<file path="src/rtl/if_pkg.sv">
// Shared widths, reset constants and fetch-state encoding for the instruction-fetch stage.
package if_pkg;

   localparam int          XLEN      = 32;
   localparam logic [31:0] RESET_PC  = 32'h0000_0000;
   localparam logic [31:0] NOP_INSTR = 32'h0000_0013;

   typedef logic [1:0] fetch_state_t;

   localparam fetch_state_t FETCH    = 2'd0;
   localparam fetch_state_t BUFFERED = 2'd1;
   localparam fetch_state_t DISCARD  = 2'd2;

endpackage

</file>
<file path="src/rtl/if_fetch_buffer.sv">
// One-entry fetch buffer: holds an instruction word that arrived while the pipeline was frozen.
module if_fetch_buffer #(
   parameter int W = 32
) (
   input  logic         clk,
   input  logic         rst,
   input  logic         load,
   input  logic         clear,
   input  logic [W-1:0] instr_in,
   output logic         valid,
   output logic [W-1:0] instr
);

   logic         valid_r;
   logic [W-1:0] instr_r;

   // Buffer entry: clear wins over load, otherwise hold.
   always_ff @(posedge clk) begin
      if (rst) begin
         valid_r <= 1'b0;
         instr_r <= {W{1'b0}};
      end else if (clear) begin
         valid_r <= 1'b0;
         instr_r <= instr_r;
      end else if (load) begin
         valid_r <= 1'b1;
         instr_r <= instr_in;
      end else begin
         valid_r <= valid_r;
         instr_r <= instr_r;
      end
   end

   assign valid = valid_r;
   assign instr = instr_r;

endmodule

</file>
<file path="src/rtl/if_fetch_stage.sv">
// IF stage: PC register, imem request logic and IF/ID register with a one-entry fetch buffer.
// Optional IF_PERF_CNT_EN adds saturating stall/flush cycle counters.
module if_fetch_stage #(
   parameter int              XLEN      = if_pkg::XLEN,
   parameter logic [XLEN-1:0] RESET_PC  = if_pkg::RESET_PC,
   parameter logic [XLEN-1:0] NOP_INSTR = if_pkg::NOP_INSTR
) (
   input  logic            clk,
   input  logic            rst,
   input  logic            pc_freeze,
   input  logic            IF_ID_freeze,
   input  logic            IF_ID_flush,
   input  logic            redirect_valid,
   input  logic [XLEN-1:0] redirect_pc,
   output logic            imem_req,
   output logic [XLEN-1:0] imem_addr,
   input  logic            imem_ready,
   input  logic [XLEN-1:0] imem_rdata,
   output logic [XLEN-1:0] ID_pc,
   output logic [XLEN-1:0] ID_instr,
   output logic            ID_valid,
`ifdef IF_PERF_CNT_EN
   output logic [31:0]     perf_stall_cnt,
   output logic [31:0]     perf_flush_cnt,
`endif
   output logic            fetch_stall
);

   import if_pkg::*;

   localparam logic [XLEN-1:0] PC_STEP = {{(XLEN-3){1'b0}}, 3'd4};

   fetch_state_t    state_r, state_nxt_s;
   logic [XLEN-1:0] pc_r, pc_nxt_s;
   logic [XLEN-1:0] target_r, target_nxt_s;
   logic [XLEN-1:0] id_pc_r, id_pc_nxt_s;
   logic [XLEN-1:0] id_instr_r, id_instr_nxt_s;
   logic            id_valid_r, id_valid_nxt_s;
   logic            buf_valid_s, buf_load_s, buf_clear_s;
   logic [XLEN-1:0] buf_instr_s, word_s;
   logic            freeze_s, fetching_s, avail_s, outstanding_s;

   if_fetch_buffer #(.W(XLEN)) u_buf (
      .clk      (clk),
      .rst      (rst),
      .load     (buf_load_s),
      .clear    (buf_clear_s),
      .instr_in (imem_rdata),
      .valid    (buf_valid_s),
      .instr    (buf_instr_s)
   );

   // A lone pc_freeze or IF_ID_freeze freezes both; the buffer only ever holds a word in BUFFERED.
   assign freeze_s      = pc_freeze | IF_ID_freeze;
   assign fetching_s    = (state_r == FETCH);
   assign avail_s       = (fetching_s & imem_ready) | buf_valid_s;
   assign outstanding_s = (state_r != BUFFERED) & ~imem_ready;
   assign word_s        = buf_valid_s ? buf_instr_s : imem_rdata;

   assign imem_req    = ~rst & (state_r != BUFFERED);
   assign imem_addr   = pc_r;
   assign fetch_stall = (state_r == DISCARD) | ~avail_s;

   // Next-state selection in priority order: redirect, discard drain, freeze, normal advance.
   always_comb begin
      state_nxt_s    = state_r;
      pc_nxt_s       = pc_r;
      target_nxt_s   = target_r;
      id_pc_nxt_s    = id_pc_r;
      id_instr_nxt_s = id_instr_r;
      id_valid_nxt_s = id_valid_r;
      buf_load_s     = 1'b0;
      buf_clear_s    = 1'b0;
      if (redirect_valid) begin
         id_pc_nxt_s    = {XLEN{1'b0}};
         id_instr_nxt_s = NOP_INSTR;
         id_valid_nxt_s = 1'b0;
         // PC stays on the stale address until the in-flight access completes.
         if (outstanding_s) begin
            target_nxt_s = redirect_pc;
            state_nxt_s  = DISCARD;
         end else begin
            pc_nxt_s    = redirect_pc;
            buf_clear_s = 1'b1;
            state_nxt_s = FETCH;
         end
      end else if (state_r == DISCARD) begin
         id_pc_nxt_s    = {XLEN{1'b0}};
         id_instr_nxt_s = NOP_INSTR;
         id_valid_nxt_s = 1'b0;
         if (imem_ready) begin
            pc_nxt_s    = target_r;
            state_nxt_s = FETCH;
         end else begin
            state_nxt_s = DISCARD;
         end
      end else if (freeze_s) begin
         if (IF_ID_flush) begin
            id_pc_nxt_s    = {XLEN{1'b0}};
            id_instr_nxt_s = NOP_INSTR;
            id_valid_nxt_s = 1'b0;
         end else begin
            id_valid_nxt_s = id_valid_r;
         end
         if (fetching_s && imem_ready) begin
            buf_load_s  = 1'b1;
            state_nxt_s = BUFFERED;
         end else begin
            state_nxt_s = state_r;
         end
      end else if (avail_s) begin
         if (IF_ID_flush) begin
            id_pc_nxt_s    = {XLEN{1'b0}};
            id_instr_nxt_s = NOP_INSTR;
            id_valid_nxt_s = 1'b0;
         end else begin
            id_pc_nxt_s    = pc_r;
            id_instr_nxt_s = word_s;
            id_valid_nxt_s = 1'b1;
         end
         pc_nxt_s    = pc_r + PC_STEP;
         buf_clear_s = 1'b1;
         state_nxt_s = FETCH;
      end else begin
         id_pc_nxt_s    = {XLEN{1'b0}};
         id_instr_nxt_s = NOP_INSTR;
         id_valid_nxt_s = 1'b0;
      end
   end

   // State, PC, redirect target and IF/ID registers.
   always_ff @(posedge clk) begin
      if (rst) begin
         state_r    <= FETCH;
         pc_r       <= RESET_PC;
         target_r   <= RESET_PC;
         id_pc_r    <= {XLEN{1'b0}};
         id_instr_r <= NOP_INSTR;
         id_valid_r <= 1'b0;
      end else begin
         state_r    <= (state_nxt_s == FETCH || state_nxt_s == BUFFERED ||
                        state_nxt_s == DISCARD) ? state_nxt_s : FETCH;
         pc_r       <= pc_nxt_s;
         target_r   <= target_nxt_s;
         id_pc_r    <= id_pc_nxt_s;
         id_instr_r <= id_instr_nxt_s;
         id_valid_r <= id_valid_nxt_s;
      end
   end

   assign ID_pc    = id_pc_r;
   assign ID_instr = id_instr_r;
   assign ID_valid = id_valid_r;

`ifdef IF_PERF_CNT_EN
   logic [31:0] stall_cnt_r, flush_cnt_r;

   // Saturating event counters.
   always_ff @(posedge clk) begin
      if (rst) begin
         stall_cnt_r <= 32'd0;
         flush_cnt_r <= 32'd0;
      end else begin
         if (fetch_stall && stall_cnt_r != 32'hFFFF_FFFF) begin
            stall_cnt_r <= stall_cnt_r + 32'd1;
         end
         if ((redirect_valid || IF_ID_flush) && flush_cnt_r != 32'hFFFF_FFFF) begin
            flush_cnt_r <= flush_cnt_r + 32'd1;
         end
      end
   end

   assign perf_stall_cnt = stall_cnt_r;
   assign perf_flush_cnt = flush_cnt_r;
`endif

endmodule

</file>
<file path="config.mk">
export PLATFORM = sky130hd
export DESIGN_NAME = if_fetch_stage
export DESIGN_NICKNAME = d
export VERILOG_FILES = /design/src/rtl/if_pkg.sv /design/src/rtl/if_fetch_buffer.sv /design/src/rtl/if_fetch_stage.sv
export SDC_FILE = /design/constraint.sdc
export NUM_CORES = 1
export LEC_CHECK = 0
export ABC_CLOCK_PERIOD_IN_PS = 2720
export CAP_MARGIN = 30
export CORE_UTILIZATION = 50
export DETAILED_ROUTE_END_ITERATION = 7
export GPL_ROUTABILITY_DRIVEN = 0
export PLACE_DENSITY = 0.8
export SLEW_MARGIN = 20
export SYNTH_ARGS = -nofsm -noshare
export SYNTH_HDL_FRONTEND = slang
export SYNTH_SLANG_ARGS = --single-unit
</file>
<file path="constraint.sdc">
create_clock -name clk -period 2.72 [get_ports clk]
set_input_delay 0.272 -clock clk [delete_from_list [all_inputs] [get_ports clk]]
set_output_delay 0.272 -clock clk [all_outputs]
set_load 0.02 [all_outputs]
</file>
# Word-level counts from Yosys, hierarchy flattened
# Index checks and enable logic that the tools add are counted.
# op_classes
n_addsub,1
n_eq_ne,8
muxes,35
bitwise_logic,11
n_reduce_logical,12
# op_table
cell,n
$mux W32,15
$add A32 B3 Y32 const B,1
$mux W2,7
$mux W1,13
$not A1 Y1,5
$eq A2 B2 Y1 const B,2
$logic_not A2 Y1,2
$ne A2 B2 Y1 const B,2
$reduce_and A2 Y1,2
$reduce_and A4 Y1,1
$reduce_or A2 Y1,2
$and A1 B1 Y1,3
$ne A3 B2 Y1 const B,1
$ne A3 B3 Y1 const B,1
$or A1 B1 Y1,3
$reduce_bool A3 Y1,1
$reduce_or A3 Y1,1
$eq A2 B1 Y1 const B,1
$logic_or A1 B1 Y1,2
$ne A2 B1 Y1 const B,1
$logic_and A1 B1 Y1,1
# totals
reg_bits,164
output_inout_bits,99

# Depth between registers and ports, before layout
# logic_depth
word_depth,12
ltp_mapped,8

# Cells and area by module
# A second synthesis with hierarchy kept.
# hier_totals
cells_unflattened,893
area_unflattened_um2,7559.8
# by_module_without_submodules
module,n_inst,cells_each,area_each_um2
if_fetch_stage,1,745,6075.8
if_fetch_buffer,1,148,1483.9

# Least setup slack after synthesis
# No wires, ideal clock.
# synth_path
path_kind,reg-to-reg
from,"reg pc_r[2], in the netlist imem_addr[2]"
to,"reg pc_r[20], in the netlist imem_addr[20]"
setup_time_ps,117
arrival_ps,2023
t_required_ps,2603
setup_slack_ps,580
stages_incl_launch_ff,7
path_buffers,0
synth_period_minus_slack_ps,2140
path_cell_list,dfxtp_1 ha_1 nand3_1 or3_4 or3_4 a22o_1 a32o_1
# synth_between
elab_chain_len,5
# synth_rtl
element,line,text
from (decl),if_fetch_stage.sv:34,"logic [XLEN-1:0] pc_r, pc_nxt_s;"
from (signal assigned),if_fetch_stage.sv:143,pc_r <= pc_nxt_s;
$add A32 B3 Y32,if_fetch_stage.sv:121,pc_nxt_s = pc_r + PC_STEP;
$mux W32,if_fetch_stage.sv:111,end else if (avail_s) begin
$mux W32,if_fetch_stage.sv:97,end else if (freeze_s) begin
$mux W32,if_fetch_stage.sv:87,end else if (state_r == DISCARD) begin
$mux W32,if_fetch_stage.sv:74,if (redirect_valid) begin
# Every way passes these cells. The select of a mux whose other input is x is not followed.
# A chain may end at the register's enable or synchronous reset.

# Worst setup path after layout
# layout_path
from,reg state_r[0]
to,out fetch_stall
# layout_between
elab_chain_len,5
# layout_rtl
element,line,text
from (decl),if_fetch_stage.sv:33,"fetch_state_t state_r, state_nxt_s;"
from (signal assigned),if_fetch_stage.sv:141,state_r <= (state_nxt_s == FETCH || state_nxt_s == BUFFERED ||
$logic_not A2 Y1,if_fetch_stage.sv:55,assign fetching_s = (state_r == FETCH);
$and A1 B1 Y1,if_fetch_stage.sv:56,assign avail_s = (fetching_s & imem_ready) | buf_valid_s;
$or A1 B1 Y1,if_fetch_stage.sv:56,
$not A1 Y1,if_fetch_stage.sv:62,assign fetch_stall = (state_r == DISCARD) | ~avail_s;
$or A1 B1 Y1 *,if_fetch_stage.sv:62,
to (decl),if_fetch_stage.sv:26,output logic fetch_stall
# Every way passes the cells marked *; elsewhere a longest branch is shown, timed or not.

==> run_results.csv <==
group,metric,value,unit
place,postPlaceCellArea,9140,um^2
hold_path,worstHoldPathType,"in2reg",
yosys,synth.cell_area,7250,um^2
place,placement.io_buffers,169,
grt,number_of_global_route_vias_before_repair,6798,
clocking,clk_pin_slew,0.06,ns
worst_setup_path,ff2ff_path_depth,6,
yosys,asyncSetResetFlopFracSynth,0,%
grt,initial_antenna_violation_count,0,
worst_setup_path,max_stage_delay,0.60,ns
route,via_count_of_the_routed_design,7207,
worst_setup_path,setup.worst_path.class,"reg2out",
sta,timing_max_transition_violations_final,0,
grt,grt_start_max_net_pins,55,
route,wl_per_cell,17.5,um
sta,unrepaired_setup_endpoints_after_global_routing,"no",
clocking,cts_hold_buffers,0,
die,overall_die_height,122,um
yosys,synth_cells,886,
worst_setup_path,worst-path-max-fanout,10,
finish,area_delta_synth_final,34.3,%
finish,layout.cells.non_filler,1225,
sta,worst-slew-pin-transition,0.715,ns
sta,finalCritPeriodShare,86.9,%
place,dp_cells,1193,
run_status,outcome,"completed",
die,num_io_pins,170,
worst_setup_path,cp-start-kind,"flop",
clocking,tritoncts_clock_tree,"built",
yosys,seq_area_frac_synth,45.3,%
place,dp_hpwl,14.4,mm
worst_setup_path,critPathCaptureType,"primary output",
clocking,ctsResizeCount,0,
yosys,synth_top_area_share,45.3,%
sta,clock-skew-final,0.00647,ns
sta,fmaxAchievable,423,MHz
route,dr.first_iter.drc_count,724,
power,leakagePower,3.36,nW
yosys,synthTopCellsByArea,"sky130_fd_sc_hd__dfxtp_1 (45%), sky130_fd_sc_hd__nand2_1 (8.5%), sky130_fd_sc_hd__a21oi_1 (7.3%)",
worst_setup_path,data_required_critical_path,2.45,ns
finish,num-nets-final,1104,
clocking,ctsHtreeMaxLevel,4,
yosys,synth.largest_area_cell,"sky130_fd_sc_hd__dfxtp_1",
grt,first_pass_grt_wire_length,34.1,mm
yosys,ys_types,60,
power,vdd_drop_max,0.425,mV
hold_path,min_path_cells,2,
route,drcViolationCount,0,
clocking,cts.sinks,164,
worst_setup_path,arrival,2.09,ns
sta,timing.max_slew.rel_slack,51.8,%
route,firstDrtPassIters,5,
die,initial_utilization,51.8,%
route,drtAntennaViolNets,0,
yosys,postSynth.topFlopCell,"sky130_fd_sc_hd__dfxtp_1",
clocking,cts.path.max_buffers,2,
clocking,clkLatencyLatePin,0.43,ns
yosys,synth.ff_latch_count,164,
die,rows,43,
job,max_cap_violations,0,
finish,antenna_cells,0,
grt,globalRouteTotalUtil,28.9,%
clocking,post_cts_buffers,0,
grt,globalRouteOverflowTotal,0,
yosys,synth_enable_flop_cells,0,
finish,final_design_area_no_fill,9740,um^2
route,totalWireLength,21.4,mm
yosys,synthesis.area_per_instance,8.19,um^2
yosys,synth_nets,958,
die,floorplan.die_area,15000,um^2
finish,drive_gt1_share,10.8,%
sta,setup_total_neg_slack,0,ns
sta,timing_hold_violations_final,0,
sta,timing.final.setup_violations,0,
worst_setup_path,crit_slowest_cell,"sky130_fd_sc_hd__clkdlybuf4s50_1",
yosys,yosysWarnings,0,
power,power-per-cell-area,595,nW/um^2
die,die_width,122,um
route,detail_route.vias_per_cell,5.88,
clocking,ctsRootBufferMaster,"sky130_fd_sc_hd__clkbuf_16",
clocking,numCtsBuffers,17,
die,core-area,14000,um^2
sta,final.min_clock_period,2.36,ns
worst_setup_path,critical_path.cell_chain,"nand2b_1 -> o21ai_0 -> clkdlybuf4s50_1",
final timing paths:
check | from | slack [ns] | end
worst max register to register | imem_addr[3] | 0.36 | imem_addr[22]
worst min register to register | u_buf.instr[5] | 0.45 | u_buf.instr[5]
worst max-delay path | state_r[0] | 0.36 | fetch_stall
worst min-delay path | rst | 0.28 | target_r[5]
sequential cells by signal, indices dropped and copies added, names as in the netlist:
name         flops
ID_instr        32
ID_pc           32
imem_addr       32
target_r        32
u_buf.instr     32
state_r          2
ID_valid         1
u_buf.valid      1
logic make-up (layout without fill, tap and decap cells):
group | count (synthesis) | in the layout | share of synthesized area, %
simple gates | 345 | 345 | 21.2
compound gates | 261 | 261 | 23.4
flops | 164 | 164 | 45.3
buf+inv | 81 | 240 | 4.80
mux | 33 | 33 | 5.06
fa+ha+maj | 1 | 1 | 0.173
xor+xnor | 1 | 1 | 0.121
metrics by stage:
step           utilization [%]  power, mW  worst slack (ns)  hold WS [ns]
2_1_floorplan                -       3.03             0.580         0.408
3_3_place_gp              65.3       3.36             0.447         0.438
3_5_place_dp              65.3       3.38             0.329         0.445
4_1_cts                   69.6       5.80             0.350         0.261
5_1_grt                   69.6       5.99             0.279         0.278
6_report                  69.6       5.79             0.357         0.277
layout by cell type, fill, tap and decap left out, types with 17 or more instances in the layout:
cell type,count
sky130_fd_sc_hd__mux2_2,29
sky130_fd_sc_hd__buf_4,31
sky130_fd_sc_hd__and3_1,19
sky130_fd_sc_hd__a22oi_1,62
sky130_fd_sc_hd__nand2_1,164
sky130_fd_sc_hd__o21ai_0,28
sky130_fd_sc_hd__clkdlybuf4s50_1,168
sky130_fd_sc_hd__dfxtp_1,163
sky130_fd_sc_hd__nor2_1,89
sky130_fd_sc_hd__a21oi_1,106
sky130_fd_sc_hd__clkbuf_16,17
power breakdown:
| part | switching, mW | leakage, nW | total (mW) | internal [mW] |
|---|---|---|---|---|
| sequential | 0.0951 | 1.33 | 2.58 | 2.49 |
| combinational | 0.415 | 1.74 | 0.758 | 0.342 |
| clock | 0.986 | 0.282 | 2.45 | 1.47 |
| total | 1.50 | 3.36 | 5.79 | 4.30 |
cell usage after synthesis, drive strengths merged (2+ instances only):
master,n
nand2,165
dfxtp,164
a21oi,106
nor2,91
a22oi,62
clkbuf,51
mux2,29
o21ai,29
buf,23
and3,19
nand3,16
nor3,11
a211oi,10
o211ai,9
inv,7
nand2b,7
nand4,7
nor4,6
o31ai,5
or3,5
a31oi,4
a32o,4
and2,4
and4,4
mux2i,4
o2bb2ai,4
nor2b,3
o221a,3
o22ai,3
o311ai,3
o31a,3
o32ai,3
a221o,2
a22o,2
a311oi,2
nand3b,2
routing by layer:
layer	vias up	wire length, um	GRT usage, %
li1	3448	-	-
met1	3406	9260	38.2
met2	290	9880	44.9
met3	63	1500	6.23
met4	0	809	13.6
met5	-	0	0
layout make-up:
| class | count | area, um^2 |
|---|---|---|
| multi-input cells | 641 | 3650 |
| fillers | 1123 | 4250 |
| clock buffers | 20 | 447 |
| well taps | 180 | 225 |
| flip-flops and latches | 164 | 3280 |
| inverters | 7 | 26.3 |
| repair buffers | 201 | 1950 |
| clock inverters | 12 | 156 |
worst max-delay path: cells and delay by family, from the launching register on:
family          cells  cell delay, ns
compound gates      1            0.17
flops               1            0.47
simple gates        1            0.43
buf+inv             1            0.60
(Power assumes the default switching activity.)
==> RTL edit 1, RTL diff (config.mk and constraints unchanged) <==
The option `IF_PERF_CNT_EN` is turned on by a define.
--- a/src/rtl/if_fetch_stage.sv
+++ b/src/rtl/if_fetch_stage.sv
@@ -1,4 +1,6 @@
 // IF stage: PC register, imem request logic and IF/ID register with a one-entry fetch buffer.
 // Optional IF_PERF_CNT_EN adds saturating stall/flush cycle counters.
+`define IF_PERF_CNT_EN
+
 module if_fetch_stage #(
    parameter int              XLEN      = if_pkg::XLEN,
New outputs: perf_flush_cnt and perf_stall_cnt. Function: not settled (the Yosys comparison gave no result); the edit may change what the design does.
==> RTL edit 1 against the original RTL <==
  * Design area up 44%
  * Sequential cell count up 64
  * Setup slack worse by 0.12 ns
  * Wire length up 42%
  * Area after synthesis up 43%
  * Sequential power up 36%
  * Power up 40%
  * Synthesized cell count up 43%
  * Utilization down 0.68 points
  * Global-route usage down 0.80 points
  * Critical endpoint unchanged
==> RTL edit 1: results (changes against the original RTL) <==
status finished clean (unchanged); RR Endpoint perf_stall_cnt[25]$_SDFFE_PP0P_ (was imem_addr[22]$_SDFFE_PP0P_); routed vias 10,556 (was 7,207); Root Driver clkbuf_16 (unchanged); pin count of the biggest net entering global routing 90 (was 55); CTS Buf Count 26 (was 17); Pleak 4.68 nW (was 3.36 nW); routed length per instance 17.3 um (was 17.5 um); Worst EP arrival 2.21 ns (was 2.09 ns); Buffers on Ports 233 (was 169); TNS Setup 0 ns (unchanged); initial antenna violation count 0 (unchanged); worst clock skew 0.0110 ns (was 0.00647 ns); Final Net Count 1,548 (was 1,104); HP Class in -> reg (unchanged); critical hold path startpoint redirect_valid (was rst); Slowest-stage cell, CP clkdlybuf4s50_1 (unchanged); Unique masters post-synth 72 (was 60); syn_nets 1,337 (was 958); Post-CTS Setup Inserts 0 (unchanged); crit-path max cell delay 0.60 ns (about the same); Synth Flop Type dfxtp_1 (unchanged); share of cells above drive strength 1 0.0964 (was 0.108); CTS resizes 0 (unchanged); Max Root-Sink Buffers 3 (was 2); r2r startpoint perf_stall_cnt[8]$_SDFFE_PP0P_ (was imem_addr[3]$_SDFFE_PP0P_); Yosys warning count 0 (unchanged); R2R cell count 5 (was 6); Global Route Usage Sum 0.281 (was 0.289); Min-Delay Endpoint state_r[0]$_SDFF_PP0_ (was target_r[5]$_SDFFE_PP0N_); DP HPWL 20,500 um (was 14,400 um); hold slack 0.173 ns (was 0.277 ns); r2r setup slk 0.45 ns (was 0.36 ns); H-tree levels 1 (was 4); Crit Path Max Fanout 10 (unchanged); VDD IR max 552 uV (was 425 uV); clk_lat worst skew 0.52 ns (was 0.43 ns); first-pass GRT wire length 49,900 um (was 34,100 um); top post-synthesis cells by count dfxtp_1 (228), nand2_1 (193), a21oi_1 (148) (was nand2_1 (165), dfxtp_1 (164), a21oi_1 (106)); sequential cell area fraction in the yosys report 0.439 (was 0.453); vias in the first global route 9,775 (was 6,798); initial DRC count 822 (was 724); largest cells by area after synthesis dfxtp_1 (44%), a21oi_1 (7.1%), nand2_1 (7.0%) (was dfxtp_1 (45%), nand2_1 (8.5%), a21oi_1 (7.3%)); EDFF count, synth 0 (unchanged); Hold Crit Depth 2 (unchanged); Tightest Pin Transition 0.808 ns (was 0.715 ns)
-- RTL edit 1: cell families (layout without fill, tap and decap cells) --
group,after synthesis,count (layout),share of synthesized area
buffers and inverters,103,334,0.0408
XOR/XNOR,11,11,0.00926
multiplexers,35,35,0.0377
flip-flops,228,228,0.439
AND/OR/NAND/NOR,507,507,0.241
adder cells (fa/ha/maj),3,3,0.00361
AO/OA/AOI/OAI,376,376,0.229
-- RTL edit 1: worst max path at each step --
stage                               startpoint                              end  slack (ns)
3_5_place_dp                        imem_ready  perf_stall_cnt[27]$_SDFFE_PP0P_        0.35
6_report                 state_r[0]$_SDFF_PP0_                      fetch_stall        0.24
5_1_grt                  state_r[0]$_SDFF_PP0_                      fetch_stall        0.08
4_1_cts                  state_r[0]$_SDFF_PP0_                      fetch_stall        0.23
2_1_floorplan  perf_flush_cnt[25]$_SDFFE_PP0P_   perf_flush_cnt[8]$_SDFFE_PP0P_        0.61
3_3_place_gp                        imem_ready  perf_stall_cnt[25]$_SDFFE_PP0P_        0.41
-- RTL edit 1: through the flow --
stage	util	instances	total power [W]	cell area, um2	setup WS [ns]
after floorplan	-	1263	0.00402	10400	0.610
after global placement	0.642	1715	0.00439	13000	0.408
after detailed placement	0.642	1715	0.00440	13000	0.352
after CTS	0.688	1763	0.00813	14000	0.228
after global routing	0.689	1764	0.00837	14000	0.0785
final	0.689	1764	0.00809	14000	0.241
-- RTL edit 1: where the power goes --
group	switching, W	total [W]	internal (W)
clock	0.00139	0.00374	0.00236
sequential	0.0000872	0.00352	0.00343
combinational	0.000473	0.000831	0.000359
total	0.00195	0.00809	0.00614
-- RTL edit 1: layout make-up --
| cell class | instances | area, um2 |
|---|---|---|
| clock inverters | 11 | 161 |
| clock buffers | 37 | 773 |
| repair buffers | 272 | 2660 |
| multi-input cells | 932 | 5440 |
| inverters | 14 | 53.8 |
| flip-flops and latches | 228 | 4570 |
| well taps | 270 | 338 |
| fillers | 1653 | 6300 |
-- RTL edit 1: per-layer routing --
metal  up-vias  part of all wire  GRT usage
li1       5051                 -          -
met1      5016              0.42      0.370
met2       431              0.48      0.475
met3        58             0.076     0.0394
met4         0             0.026     0.0932
met5         -                 0          0
==> RTL edit 2, RTL diff (same flow settings) <==
Made on the original files. Change the package constant `XLEN` from 32 to 24.
--- a/src/rtl/if_pkg.sv
+++ b/src/rtl/if_pkg.sv
@@ -2,5 +2,5 @@
 package if_pkg;
 
-   localparam int          XLEN      = 32;
+   localparam int          XLEN      = 24;
    localparam logic [31:0] RESET_PC  = 32'h0000_0000;
    localparam logic [31:0] NOP_INSTR = 32'h0000_0013;
Interface: changed (5 resized); port bits go from 170 to 130. The function was not compared with the original's and may differ.
==> RTL edit 2 against the original RTL <==
  * Critical path depth unchanged
  * Setup slack better by 0.058 ns
  * Area after synthesis fell by 25%
  * Die area fell by 25%
  * Utilization up 2.0 points
  * Wire length shrank 25%
  * Sequential cell count fell by 40
  * Power fell by 18%
  * Critical endpoint unchanged
  * Via count shrank 23%
  * Design area down 23%
  * Global-route usage is 0.27 points higher
==> RTL edit 2: results (changes against the original RTL) <==
pre-CTS setup slack 0.232 ns (was 0.329 ns); status finished clean (unchanged); Buffers on Ports 129 (was 169); H-tree levels 4 (unchanged); fillers 781 (was 1,123); DRT Wirelength 16,100 um (was 21,400 um); first-pass GRT wire length 26,100 um (was 34,100 um); fin crit period 2.30 ns (was 2.36 ns); DP HPWL 10,700 um (was 14,400 um); share of cells above drive strength 1 0.105 (was 0.108); drt via density 5.86 (was 5.88); clk_lat worst skew 0.52 ns (was 0.43 ns); R2R cell count 7 (was 6); vias in the first global route 5,459 (was 6,798); pin count of the biggest net entering global routing 40 (was 55); top post-synthesis cells by count nand2_1 (141), dfxtp_1 (124), nor2_1 (86) (was nand2_1 (165), dfxtp_1 (164), a21oi_1 (106)); initial DRC count 429 (was 724); worst clock skew 0.00971 ns (was 0.00647 ns); post-place instance area 6860 um2 (was 9140 um2); syn_nets 745 (was 958); Worst EP arrival 2.03 ns (was 2.09 ns); Final Net Count 860 (was 1,104); Crit Path Max Fanout 8 (was 10); Root Driver clkbuf_8 (was clkbuf_16); r2r setup slk 0.46 ns (was 0.36 ns); sequential cell area fraction in the yosys report 0.457 (was 0.453); Yosys warning count 0 (unchanged); Global Route Usage Sum 0.292 (was 0.289); Max-Slew Margin vs Limit 0.610 (was 0.518); largest cells by area after synthesis dfxtp_1 (46%), nand2_1 (9.7%), a21oi_1 (7.0%) (was dfxtp_1 (45%), nand2_1 (8.5%), a21oi_1 (7.3%)); Pleak 2.60 nW (was 3.36 nW); Unique masters post-synth 49 (was 60); VDD IR max 457 uV (was 425 uV); Max Root-Sink Buffers 2 (unchanged); initial antenna violation count 0 (unchanged)
-- RTL edit 2: cell count changes after synthesis, sizes merged, moves of 9 or more --
cell,unedited run,this run
and3,19,6
a21oi,106,76
buf,23,10
a22oi,62,48
clkbuf,51,42
nand2,165,141
dfxtp,164,124
-- RTL edit 2: how the worst min path moves through the flow --
| stage | start | to | slack (ns) | cells after the start |
|---|---|---|---|---|
| global placement | u_buf.instr[13]$_SDFFE_PP0P_ | u_buf.instr[13]$_SDFFE_PP0P_ | 0.44 | 2 |
| finish | rst | u_buf.instr[17]$_SDFFE_PP0P_ | 0.21 | 2 |
| CTS | rst | u_buf.instr[14]$_SDFFE_PP0P_ | 0.19 | 2 |
| floorplan | imem_ready | state_r[1]$_SDFF_PP0_ | 0.35 | 1 |
| detailed placement | target_r[14]$_SDFFE_PP0N_ | target_r[14]$_SDFFE_PP0N_ | 0.44 | 2 |
| global route | rst | u_buf.instr[20]$_SDFFE_PP0P_ | 0.23 | 2 |
-- RTL edit 2: cell families (layout without fill, tap and decap cells) --
kind of cell	after synthesis	in the layout	share of synthesized area
buf+inv	58	186	0.0419
simple gates	288	288	0.229
compound gates	192	192	0.218
mux	25	25	0.0509
xor+xnor	1	1	0.00161
flops	124	124	0.457
fa+ha+maj	1	1	0.00230
-- RTL edit 2: critical path, stage by stage (launching register included) --
cell	delay (ns)
dfxtp_1	0.43
nand2b_1	0.35
o21ai_0	0.15
clkdlybuf4s50_1	0.59
-- RTL edit 2: power breakdown --
group          switching [W]  internal, W  leakage, nW
clock network       0.000841      0.00143        0.278
logic               0.000313     0.000247         1.32
registers          0.0000635      0.00188         1.01
total                0.00122      0.00355         2.60
-- RTL edit 2: cell type report --
class	instances	area share
multi-input cells	507	0.368
flip-flops and latches	124	0.333
repair buffers	148	0.193
clock buffers	20	0.0584
well taps	136	0.0228
clock inverters	12	0.0220
inverters	6	0.00302
-- RTL edit 2: stage by stage --
| stage | total power (W) | utilization | hold slack [ns] | cells |
|---|---|---|---|---|
| finish | 0.00477 | 0.716 | 0.208 | 953 |
| global route | 0.00492 | 0.716 | 0.228 | 953 |
| CTS | 0.00478 | 0.716 | 0.186 | 953 |
| detailed placement | 0.00253 | 0.658 | 0.442 | 921 |
| global placement | 0.00251 | 0.658 | 0.438 | 921 |
| floorplan | 0.00228 | - | 0.351 | 689 |
-- RTL edit 2: per-layer routing --
| layer | share of wire | track usage | routed length (um) | vias up |
|---|---|---|---|---|
| li1 | - | - | - | 2630 |
| met1 | 0.41 | 0.357 | 6570 | 2633 |
| met2 | 0.48 | 0.480 | 7750 | 265 |
| met3 | 0.067 | 0.0546 | 1080 | 54 |
| met4 | 0.041 | 0.168 | 656 | 0 |
| met5 | 0 | 0.00476 | 0 | - |
